`src/rtl/serial_frame_receiver.sv`:
```
// Serial frame receiver: start bit, 8 data bits LSB first, optional even parity, stop bit.
// Bits are sampled only on enableShift strobes; a good frame yields a one-cycle dataValid.
module serial_frame_receiver (
  input  logic       clockpulse,
  input  logic       clear,
  input  logic       enableShift,
  input  logic       serialInput,
  input  logic       enableParity,
  output logic [7:0] dataOut,
  output logic       dataValid,
  output logic       parityError,
  output logic       frameError,
  output logic       busy,
  output logic [3:0] frameCount
);

  typedef enum logic [1:0] {
    IDLE   = 2'd0,
    DATA   = 2'd1,
    PARITY = 2'd2,
    STOP   = 2'd3
  } state_t;

  state_t      state_q, state_d;
  logic [2:0]  bit_cnt_q, bit_cnt_d;
  logic [7:0]  shift_q, shift_d;
  logic        parity_mode_q, parity_mode_d;
  logic        run_par_q, run_par_d;
  logic        line_high_q, line_high_d;
  logic [7:0]  data_out_q, data_out_d;
  logic        data_valid_q, data_valid_d;
  logic        parity_error_q, parity_error_d;
  logic        frame_error_q, frame_error_d;
  logic [3:0]  frame_count_q, frame_count_d;

  always_comb begin
    state_d        = state_q;
    bit_cnt_d      = bit_cnt_q;
    shift_d        = shift_q;
    parity_mode_d  = parity_mode_q;
    run_par_d      = run_par_q;
    line_high_d    = line_high_q;
    data_out_d     = data_out_q;
    data_valid_d   = 1'b0;
    parity_error_d = parity_error_q;
    frame_error_d  = 1'b0;
    frame_count_d  = frame_count_q;

    if (enableShift) begin
      unique case (state_q)
        IDLE: begin
          // A start bit counts only once the line has been seen idle-high.
          if (serialInput) begin
            line_high_d = 1'b1;
          end else if (line_high_q) begin
            state_d       = DATA;
            bit_cnt_d     = '0;
            parity_mode_d = enableParity;
            run_par_d     = 1'b0;
          end
        end
        DATA: begin
          shift_d   = {serialInput, shift_q[7:1]};
          run_par_d = run_par_q ^ serialInput;
          bit_cnt_d = bit_cnt_q + 3'd1;
          if (bit_cnt_q == 3'd7) begin
            state_d = parity_mode_q ? PARITY : STOP;
          end
        end
        PARITY: begin
          run_par_d = run_par_q ^ serialInput;
          state_d   = STOP;
        end
        STOP: begin
          state_d     = IDLE;
          line_high_d = serialInput;
          if (serialInput) begin
            data_out_d     = shift_q;
            data_valid_d   = 1'b1;
            parity_error_d = parity_mode_q & run_par_q;
            frame_count_d  = frame_count_q + 4'd1;
          end else begin
            frame_error_d = 1'b1;
          end
        end
        default: state_d = IDLE;
      endcase
    end
  end

  always_ff @(posedge clockpulse) begin
    if (clear) begin
      state_q        <= IDLE;
      bit_cnt_q      <= '0;
      shift_q        <= '0;
      parity_mode_q  <= 1'b0;
      run_par_q      <= 1'b0;
      line_high_q    <= 1'b0;
      data_out_q     <= '0;
      data_valid_q   <= 1'b0;
      parity_error_q <= 1'b0;
      frame_error_q  <= 1'b0;
      frame_count_q  <= '0;
    end else begin
      state_q        <= state_d;
      bit_cnt_q      <= bit_cnt_d;
      shift_q        <= shift_d;
      parity_mode_q  <= parity_mode_d;
      run_par_q      <= run_par_d;
      line_high_q    <= line_high_d;
      data_out_q     <= data_out_d;
      data_valid_q   <= data_valid_d;
      parity_error_q <= parity_error_d;
      frame_error_q  <= frame_error_d;
      frame_count_q  <= frame_count_d;
    end
  end

  assign dataOut     = data_out_q;
  assign dataValid   = data_valid_q;
  assign parityError = parity_error_q;
  assign frameError  = frame_error_q;
  assign busy        = (state_q != IDLE);
  assign frameCount  = frame_count_q;

endmodule

```
`config.mk`:
```
export PLATFORM = sky130hd
export DESIGN_NAME = serial_frame_receiver
export DESIGN_NICKNAME = d
export VERILOG_FILES = /design/src/rtl/serial_frame_receiver.sv
export SDC_FILE = /design/constraint.sdc
export NUM_CORES = 1
export LEC_CHECK = 0
export CAP_MARGIN = 25
export CORE_ASPECT_RATIO = 1.25
export CORE_UTILIZATION = 30
export DETAILED_ROUTE_END_ITERATION = 10
export HOLD_SLACK_MARGIN = 0.12
export MAX_ROUTING_LAYER = met4
export PLACE_DENSITY = 0.6
export SYNTH_ARGS = -nofsm -noshare
export SYNTH_HDL_FRONTEND = slang
export SYNTH_SLANG_ARGS = --single-unit
export TNS_END_PERCENT = 50
```
`constraint.sdc`:
```
create_clock -name clockpulse -period 1.8 [get_ports clockpulse]
set_input_delay 0.54 -clock clockpulse [delete_from_list [all_inputs] [get_ports clockpulse]]
set_output_delay 0.54 -clock clockpulse [all_outputs]
set_load 0.02 [all_outputs]
```
==> results.yml <==
logic_synthesis:
  syn_inst: 154
  yosysWarnings: 0
  synthesis.nets: 167
  synth-seq-cells: 31
  synth_cell_type_count: 30
  avgSynthCellArea_um2: 8.466
  syn_area_mm2: 0.001304
  seq_area_frac_synth_pct: 47.60
global_route:
  grt_pass1_vias: 989
  grt_usage_pct: 13.13
  grt_pass1_wl_mm: 4.222
  overflow: 0
  grt_max_degree: 32
  antenna_found_initial: 0
floorplan:
  core_mm2: 0.004131
  io_pins: 21
  row_count: 26
  die_w_um: 60.97
  dieArea_mm2: 0.004615
  fp.dieH_um: 75.71
  start_util_pct: 31.56
final_layout:
  fin_area_mm2: 0.001792
  drive_gt1_share_pct: 16.15
  fillers: 441
  area_growth_pct: 37.43
  fin_cells: 248
  antenna_cells: 0
  fin_nets: 205
worst_setup_path:
  critPathBufInv: 1
  cp.required_ps: 1260
  r2r-start: "bit_cnt_q[0]"
  crit_path_cell_trace: "clkdlybuf4s50_1"
  critPathCaptureType: "primary output"
  critPathMaxFanout: 2
  path_class: "flip-flop to primary output"
  crit_family: "buffers and inverters"
  slowest_delay_ps: 600
  slowest_stage: "clkdlybuf4s50_1"
  cp.arrival_ps: 1210
  cp-start-kind: "flip-flop"
  crit_start: "parityError"
detailed_routing:
  vias_per_cell: 4.500
  drc: 0
  dr.pass1.iters: 4
  final_antenna_net_count: 0
  drt_wl_total_mm: 2.557
  vias: 1116
  wl_per_cell_um: 10.31
  first_iter_violations: 49
clock_tree:
  cts-root-buf: "clkbuf_8"
  tritoncts: "done"
  cts_made_buffers: 5
  post_cts_buffers: 0
  clock_latency_ps: 280
  clock_path_buffers: 2
  cts_max_level: 2
  cts.sinks: 31
  clkTransAtPathRegs_ps: 60
  cts_hold_buf: 0
place:
  pre_cts_slack_ps: -163.9
  io_buffers: 20
  gp_congestion: 0.7371
  hpwl_mm: 1.812
  place_inst: 241
  placed_cell_area_mm2: 0.001700
pwr:
  ir_drop_mv: 0.4136
  p_leak_nw: 0.7827
  pwr_density_cell_mw_per_mm2: 749.9
  total_power_mw: 1.344
timing:
  layout_min_cycle_time_ps: 1754
  finalSetupViolations: 0
  max_freq_ghz: 0.5701
  slew_headroom_pct: 80.15
  setup_slack_ps: 45.84
  setup_tns_ps: 0
  min_period_over_period_pct: 97.45
  final.setup_skew_ps: 2.512
  rsz0062_at_grt: "false"
  worst_pin_slew_ps: 297.8
  maxSlewViolCount: 0
  hold_viol: 0
worst_hold_path:
  hp-start: "dataOut[6]"
  hp-class: "flip-flop to flip-flop"
run:
  drv_cap: 0
run_status:
  status: "completed"
-- layer usage --
metal	vias up	global-route usage (%)	routed length, µm	share of wire [%]
met1	488	16.14	1232	48
met4	0	6.818	46	1.8
li1	595	-	-	-
met2	26	19.54	1166	46
met3	7	3.565	111	4.3
met5	-	-	0	0
-- flip-flops by register name, summed over array words and instances (netlist names) --
register       flops
bit_cnt_q          3
dataOut            8
dataValid          1
frameCount         4
frameError         1
line_high_q        1
parityError        1
parity_mode_q      1
run_par_q          1
shift_q            8
state_q            2
-- synthesized netlist by cell type (all sizes together) --
cell	n	area (µm²)
o2111ai	2	17.52
nor2	6	22.52
or3b	1	8.760
and2b	1	7.510
xor2	2	17.52
dfxtp	31	620.6
ha	8	100.1
nand2	34	127.6
a21oi	22	113.9
nand3	10	50.05
nand2b	1	6.260
buf	3	13.76
xnor2	1	8.760
inv	6	22.52
clkbuf	6	22.52
nand4	1	6.260
or3	1	6.260
and3	1	6.260
nor3	4	20.02
mux2i	3	30.03
nor2b	1	6.260
o21ai	4	23.77
clkinv	1	3.750
a221oi	3	32.53
and3b	1	8.760
-- area by class of cell --
class | count | area [µm²] | area share, %
timing repair buffer | 40 | 366.6 | 20.46
clock buffer | 6 | 82.58 | 4.609
multi-input combinational | 107 | 620.6 | 34.64
clock inverter | 1 | 5.005 | 0.2793
sequential | 31 | 620.6 | 34.64
tap | 56 | 70.07 | 3.911
inverter | 7 | 26.28 | 1.466
-- worst register-to-register path: stages, from the launching register on --
cell	delay, ps
dfxtp_1	360
ha_1	160
ha_1	160
clkinv_1	70
a221oi_2	350
o21ai_1	120
a221oi_1	280
-- power breakdown --
group          switching [mW]  internal [mW]  total, mW
logic                  0.0556         0.0510      0.107
registers             0.00338          0.691      0.694
clock network           0.243          0.299      0.543
-- cell families after synthesis --
group	after synthesis	share of synthesized area, %
muxes	3	2.303
adders and majority gates	8	7.678
xor gates and xnor gates	3	2.016
buffers and inverters	16	4.798
DFF	31	47.60
AOI/OAI and AO/OA	31	14.40
and+or+nand+nor	62	21.21
-- what timing repair did --
| action | in CTS | in global routing |
|---|---|---|
| endpoints found under the setup margin | 4 | 6 |
| gates resized for setup | 5 | 6 |
| gates cloned | 0 | 0 |
-- worst paths after layout --
kind | end | slack, ps | cells after the start
setup / recovery | parityError | 50 | 1
hold / removal | dataOut[6] | 450 | 2
setup reg to reg | state_q[0] | 210 | 6
hold reg to reg | dataOut[6] | 450 | 2
-- placed cells by master, fill, tap and decap left out, types with 3 or more instances in the layout --
master and count:
nand3_1 10, dlymetal6s2s_1 5, mux2i_1 3, nor3_1 4, nand2_1 34, nor2_1 6, buf_4 19, dfxtp_1 31
a21oi_1 21, clkdlybuf4s50_1 11, inv_1 6, ha_1 8, clkbuf_8 6, dlygate4sd2_1 3
-- through the flow --
step                utilization [%]  hold WS, ps
finish                        43.37        453.6
global route                  43.37        483.2
CTS                           43.19        457.1
detailed placement            41.16        448.2
global placement              41.16        445.1
floorplan                         -        432.1
No activity file was read; power rests on OpenSTA's default activity.
==> patch 1, RTL diff (config.mk and constraints unchanged) <==
Put one more register stage on the output `frameCount`, without a reset. The value now appears one clock later. The other outputs are not delayed to match.
--- a/src/rtl/serial_frame_receiver.sv
+++ b/src/rtl/serial_frame_receiver.sv
@@ -123,3 +123,5 @@
   assign busy        = (state_q != IDLE);
-  assign frameCount  = frame_count_q;
+  always_ff @(posedge clockpulse) begin
+    frameCount <= frame_count_q;
+  end
 
Check against the original RTL: no difference found for any inputs over 10 cycles, from zero or initial values; that may be too few to reach the edited logic, so the function may still have changed.
==> patch 1 against the unedited design <==
- design area increased by 3.6%
- clock power increased by 4.2%
- worst setup slack improved by 0.0072 ns
- sequential share of layout area increased by 3.1 points
- area after synthesis increased by 6.7%
- clock skew increased by 0.0033 ns
- wire length increased by 4.2%
- final cell count increased by 1.2%
- total power increased by 8.3%
- sequential cell count increased by 4
- critical endpoint is now dataOut[6]
- largest cell class unchanged
==> patch 1: results (changes against the unedited design) <==
The ratio of cells with drive above 1 in the final layout came out at 0.1606 (was 0.1615). The number of iterations in the first detailed-routing pass came out at 3 (was 4). Biggest area contributors in the synthesized netlist: sky130_fd_sc_hd__dfxtp_1 50%, sky130_fd_sc_hd__nand2_1 9.2%, sky130_fd_sc_hd__a21oi_1 7.6%, sky130_fd_sc_hd__ha_1 7.2%, sky130_fd_sc_hd__nand3_1 3.6% (was sky130_fd_sc_hd__dfxtp_1 48%, sky130_fd_sc_hd__nand2_1 9.8%, sky130_fd_sc_hd__a21oi_1 8.1%, sky130_fd_sc_hd__ha_1 7.7%, sky130_fd_sc_hd__nand3_1 3.8%).

Result of the run: complete, no violations (unchanged). The startpoint of the worst setup timing path is dataOut[6]$_SDFFE_PP0P_ (was parityError$_SDFFE_PP0P_). The number of cells on the worst reg-to-reg path is 7 (was 6). The global-route wire length before repair is 4830 microns (was 4222 microns). The detailed-route via count was 1,143 (was 1,116). The worst setup skew after layout is 0.005787 ns (was 0.002512 ns).

The switching power total is 0.3264 mW (was 0.3023 mW). The count of routing violations after the opening detailed-route iteration came out at 32 (was 49). The number of stages on the worst hold path is 0 (was 2). The measured slew at the worst slew-check pin is 0.3177 ns (was 0.2978 ns). The reg-to-reg critical path startpoint is state_q[0]$_SDFFE_PP0P_ (was bit_cnt_q[0]$_SDFFE_PP0P_). The synthesized netlist net count is 171 (was 167). The post-placement cell count is 244 (was 241). The count of fill cells added during filler insertion is 436 (was 441). The overall fraction of global-route tracks in use was 0.1302 (was 0.1313).

The hold path startpoint was frame_count_q[3]$_SDFFE_PP0P_ (was dataOut[6]$_SDFFE_PP0P_). The mean routed wirelength per cell came out at 10.61 microns (was 10.31 microns). The sequential fraction of the synthesis area came out at 0.5036 (was 0.4760).

The number of nets in the layout was 206 (was 205). The final weighted congestion of routability-driven global placement came out at 0.8258 (was 0.7371). The register-to-register setup slack came out at 0.17 ns (was 0.21 ns). The via density per instance is 4.554 (was 4.500). Commonest cells in the netlist: 35 x sky130_fd_sc_hd__dfxtp_1, 34 x sky130_fd_sc_hd__nand2_1, 21 x sky130_fd_sc_hd__a21oi_1 (was 34 x sky130_fd_sc_hd__nand2_1, 31 x sky130_fd_sc_hd__dfxtp_1, 21 x sky130_fd_sc_hd__a21oi_1).
## patch 1: power groups by stage
stage	clock network, mW	registers, mW	logic [mW]
after detailed placement	0	0.800	0.110
after global routing	0.628	0.782	0.118
after CTS	0.585	0.782	0.110
after floorplan	0	0.800	0.0575
after global placement	0	0.800	0.110
final	0.566	0.783	0.107
## patch 1: per-stage QoR
stage	cell area (sq um)	total power [mW]	worst slack (ns)	utilization	hold WS [ns]
floorplan	1391	0.8575	0.2408	-	0.3489
global placement	1762	0.9102	-0.1161	0.3981	0.3594
detailed placement	1762	0.9098	-0.1970	0.3981	0.3614
CTS	1851	1.477	0.005964	0.4182	0.3702
global route	1857	1.528	0.001396	0.4196	0.3910
finish	1857	1.455	0.05299	0.4196	0.3667
## patch 1: metal layers
layer / up-vias / GRT usage / share of wire
met5: - / - / 0
met4: 0 / 0.06279 / 0.017
met3: 6 / 0.03924 / 0.033
met2: 20 / 0.2194 / 0.49
met1: 516 / 0.1380 / 0.46
li1: 601 / - / -
## patch 1: path summary, 6_finish.rpt
kind / endpoint
worst max-delay path: dataOut[6]
worst min-delay path: frameCount[3]$_DFF_P_
worst max register to register: bit_cnt_q[0]$_SDFFE_PP0P_
worst min register to register: frameCount[3]$_DFF_P_
## patch 1: area by class of cell
type,count,area share
clock inverters,1,0.002695
multi-input cells,107,0.3349
clock buffers,6,0.04447
inverters,7,0.01415
flip-flops and latches,35,0.3774
repair buffers,37,0.1873
well taps,58,0.03908
## patch 1: logic make-up after synthesis
logic type / after synthesis / synth area share
AND/OR/NAND/NOR: 62 / 0.1997
flip-flops: 35 / 0.5036
AO/OA/AOI/OAI: 31 / 0.1349
multiplexers: 3 / 0.02158
XOR/XNOR: 3 / 0.01889
adder cells (fa/ha/maj): 8 / 0.07195
buffers and inverters: 16 / 0.04946
==> patch 2, RTL diff (config.mk and constraints unchanged) <==
Without the edit above. Add an input register stage for `clear`, `enableShift`, `serialInput` and `enableParity`, without a reset; this delays them by one clock. Comments in the files are not updated.
--- a/src/rtl/serial_frame_receiver.sv
+++ b/src/rtl/serial_frame_receiver.sv
@@ -22,2 +22,14 @@
   } state_t;
+
+  logic clear_q;
+  logic enableShift_q;
+  logic serialInput_q;
+  logic enableParity_q;
+
+  always_ff @(posedge clockpulse) begin
+    clear_q        <= clear;
+    enableShift_q  <= enableShift;
+    serialInput_q  <= serialInput;
+    enableParity_q <= enableParity;
+  end
 
@@ -48,3 +60,3 @@
 
-    if (enableShift) begin
+    if (enableShift_q) begin
       unique case (state_q)
@@ -52,3 +64,3 @@
           // A start bit counts only once the line has been seen idle-high.
-          if (serialInput) begin
+          if (serialInput_q) begin
             line_high_d = 1'b1;
@@ -57,3 +69,3 @@
             bit_cnt_d     = '0;
-            parity_mode_d = enableParity;
+            parity_mode_d = enableParity_q;
             run_par_d     = 1'b0;
@@ -62,4 +74,4 @@
         DATA: begin
-          shift_d   = {serialInput, shift_q[7:1]};
-          run_par_d = run_par_q ^ serialInput;
+          shift_d   = {serialInput_q, shift_q[7:1]};
+          run_par_d = run_par_q ^ serialInput_q;
           bit_cnt_d = bit_cnt_q + 3'd1;
@@ -70,3 +82,3 @@
         PARITY: begin
-          run_par_d = run_par_q ^ serialInput;
+          run_par_d = run_par_q ^ serialInput_q;
           state_d   = STOP;
@@ -75,4 +87,4 @@
           state_d     = IDLE;
-          line_high_d = serialInput;
-          if (serialInput) begin
+          line_high_d = serialInput_q;
+          if (serialInput_q) begin
             data_out_d     = shift_q;
@@ -91,3 +103,3 @@
   always_ff @(posedge clockpulse) begin
-    if (clear) begin
+    if (clear_q) begin
       state_q        <= IDLE;
Function: changed (Yosys sat finds a counterexample within 4 cycles, from zero or initial values).
==> patch 2 against the unedited design <==
- global-route usage fell by 0.59 points
- core utilization is 2.2 points lower
- worst setup slack got worse by 0.0024 ns
- wire length increased by 0.78%
- combinational power decreased by 20%
- synthesized cell count grew 2.6%
- design area increased by 1.7%
- sequential cell count grew 4
- register-to-register slack got worse by 0.03 ns
- total power rose by 20%
- area after synthesis is 6.1% higher
- via count is 1.3% higher
- clock power grew 35%
- non-clock buffer count fell by 10
- critical endpoint is now dataOut[0]
- largest power group unchanged
==> patch 2: results (changes against the unedited design) <==
The reg-to-reg endpoint is bit_cnt_q[0]$_SDFFE_PP0P_ (was state_q[0]$_SDFFE_PP0P_). The worst hold slack came out at 0.4519 ns (was 0.4536 ns). The startpoint of the worst setup timing path is dataOut[0]$_SDFFE_PP0P_ (was parityError$_SDFFE_PP0P_). The sequential fraction of the synthesis area is 0.5063 (was 0.4760). The internal power is 1.271 mW (was 1.041 mW). The register-to-register setup slack came out at 0.18 ns (was 0.21 ns). The met2 usage in global routing came out at 0.2033 (was 0.1954).

Result of the run: complete, no violations (unchanged). The worst-case setup margin in the final layout came out at 0.04342 ns (was 0.04584 ns). Commonest cells in the netlist: 35 x sky130_fd_sc_hd__dfxtp_1, 34 x sky130_fd_sc_hd__nand2_1, 21 x sky130_fd_sc_hd__a21oi_1 (was 34 x sky130_fd_sc_hd__nand2_1, 31 x sky130_fd_sc_hd__dfxtp_1, 21 x sky130_fd_sc_hd__a21oi_1). The overall fraction of global-route tracks in use came out at 0.1254 (was 0.1313). The chip width is 62.75 microns (was 60.97 microns).

The met2 wirelength from detailed routing is 1171 microns (was 1166 microns). The number of cells on the worst reg-to-reg path came to 7 (was 6). The power in sequential cells is 0.796 mW (was 0.694 mW). The leakage power is 0.8162 nW (was 0.7827 nW).

The reg-to-reg critical path startpoint is state_q[0]$_SDFFE_PP0P_ (was bit_cnt_q[0]$_SDFFE_PP0P_). The via density per instance is 4.612 (was 4.500). The number of global-route vias before repair came to 1,076 (was 989).

The met3 routing resource usage after global routing came to 0.04412 (was 0.03565). The worst setup skew after layout is 0.007704 ns (was 0.002512 ns). The worst slack at placement came out at 0.03185 ns (was -0.1639 ns). The clock group share of total power is 0.453 (was 0.404).

The average size of a mapped cell came out at 8.758 sq um (was 8.466 sq um). The number of nets in the layout is 199 (was 205). The synthesized netlist net count was 171 (was 167). The ratio of cells with drive above 1 in the final layout came out at 0.1176 (was 0.1615). The global-route met1 utilization came out at 0.1322 (was 0.1614).

The half-perimeter wire length after detailed placement came out at 1773 microns (was 1812 microns). The number of iterations in the first detailed-routing pass came out at 2 (was 4). The count of routing violations after the opening detailed-route iteration came to 33 (was 49). The final weighted congestion of routability-driven global placement came out at 0.7819 (was 0.7371). The endpoint of the worst setup timing path is dataOut[0] (was parityError).

The hold path startpoint is dataOut[2]$_SDFFE_PP0P_ (was dataOut[6]$_SDFFE_PP0P_). The power density of the placed cells came to 885.3 nW/um^2 (was 749.9 nW/um^2). Biggest area contributors in the synthesized netlist: sky130_fd_sc_hd__dfxtp_1 51%, sky130_fd_sc_hd__nand2_1 9.2%, sky130_fd_sc_hd__a21oi_1 7.6%, sky130_fd_sc_hd__ha_1 7.2%, sky130_fd_sc_hd__nand3_1 3.6% (was sky130_fd_sc_hd__dfxtp_1 48%, sky130_fd_sc_hd__nand2_1 9.8%, sky130_fd_sc_hd__a21oi_1 8.1%, sky130_fd_sc_hd__ha_1 7.7%, sky130_fd_sc_hd__nand3_1 3.8%).
==> patch 2: changes by cell type after synthesis <==
| cell | unedited run | this run |
|---|---|---|
| sky130_fd_sc_hd__dfxtp_1 | 31 | 35 |
==> patch 2: kinds of logic after synthesis <==
logic type	Yosys count	synth area share
fa+ha+maj	8	0.07234
simple gates	62	0.1998
compound gates	31	0.1356
buf+inv	16	0.04520
xor+xnor	3	0.01899
flops	35	0.5063
mux	3	0.02170
==> patch 2: area by class of cell <==
class / count / area (sq um) / area share
sequential: 35 / 700.7 / 0.3846
multi-input combinational: 107 / 620.6 / 0.3407
timing repair buffer: 30 / 284.0 / 0.1559
clock buffer: 6 / 82.58 / 0.04533
tap: 58 / 72.57 / 0.03984
clock inverter: 2 / 35.03 / 0.01923
inverter: 7 / 26.28 / 0.01442
==> patch 2: timing repair <==
action / CTS / global route
resized for setup: 5 / 8
pin swaps: 0 / 0
endpoints found under the setup margin: 4 / 8
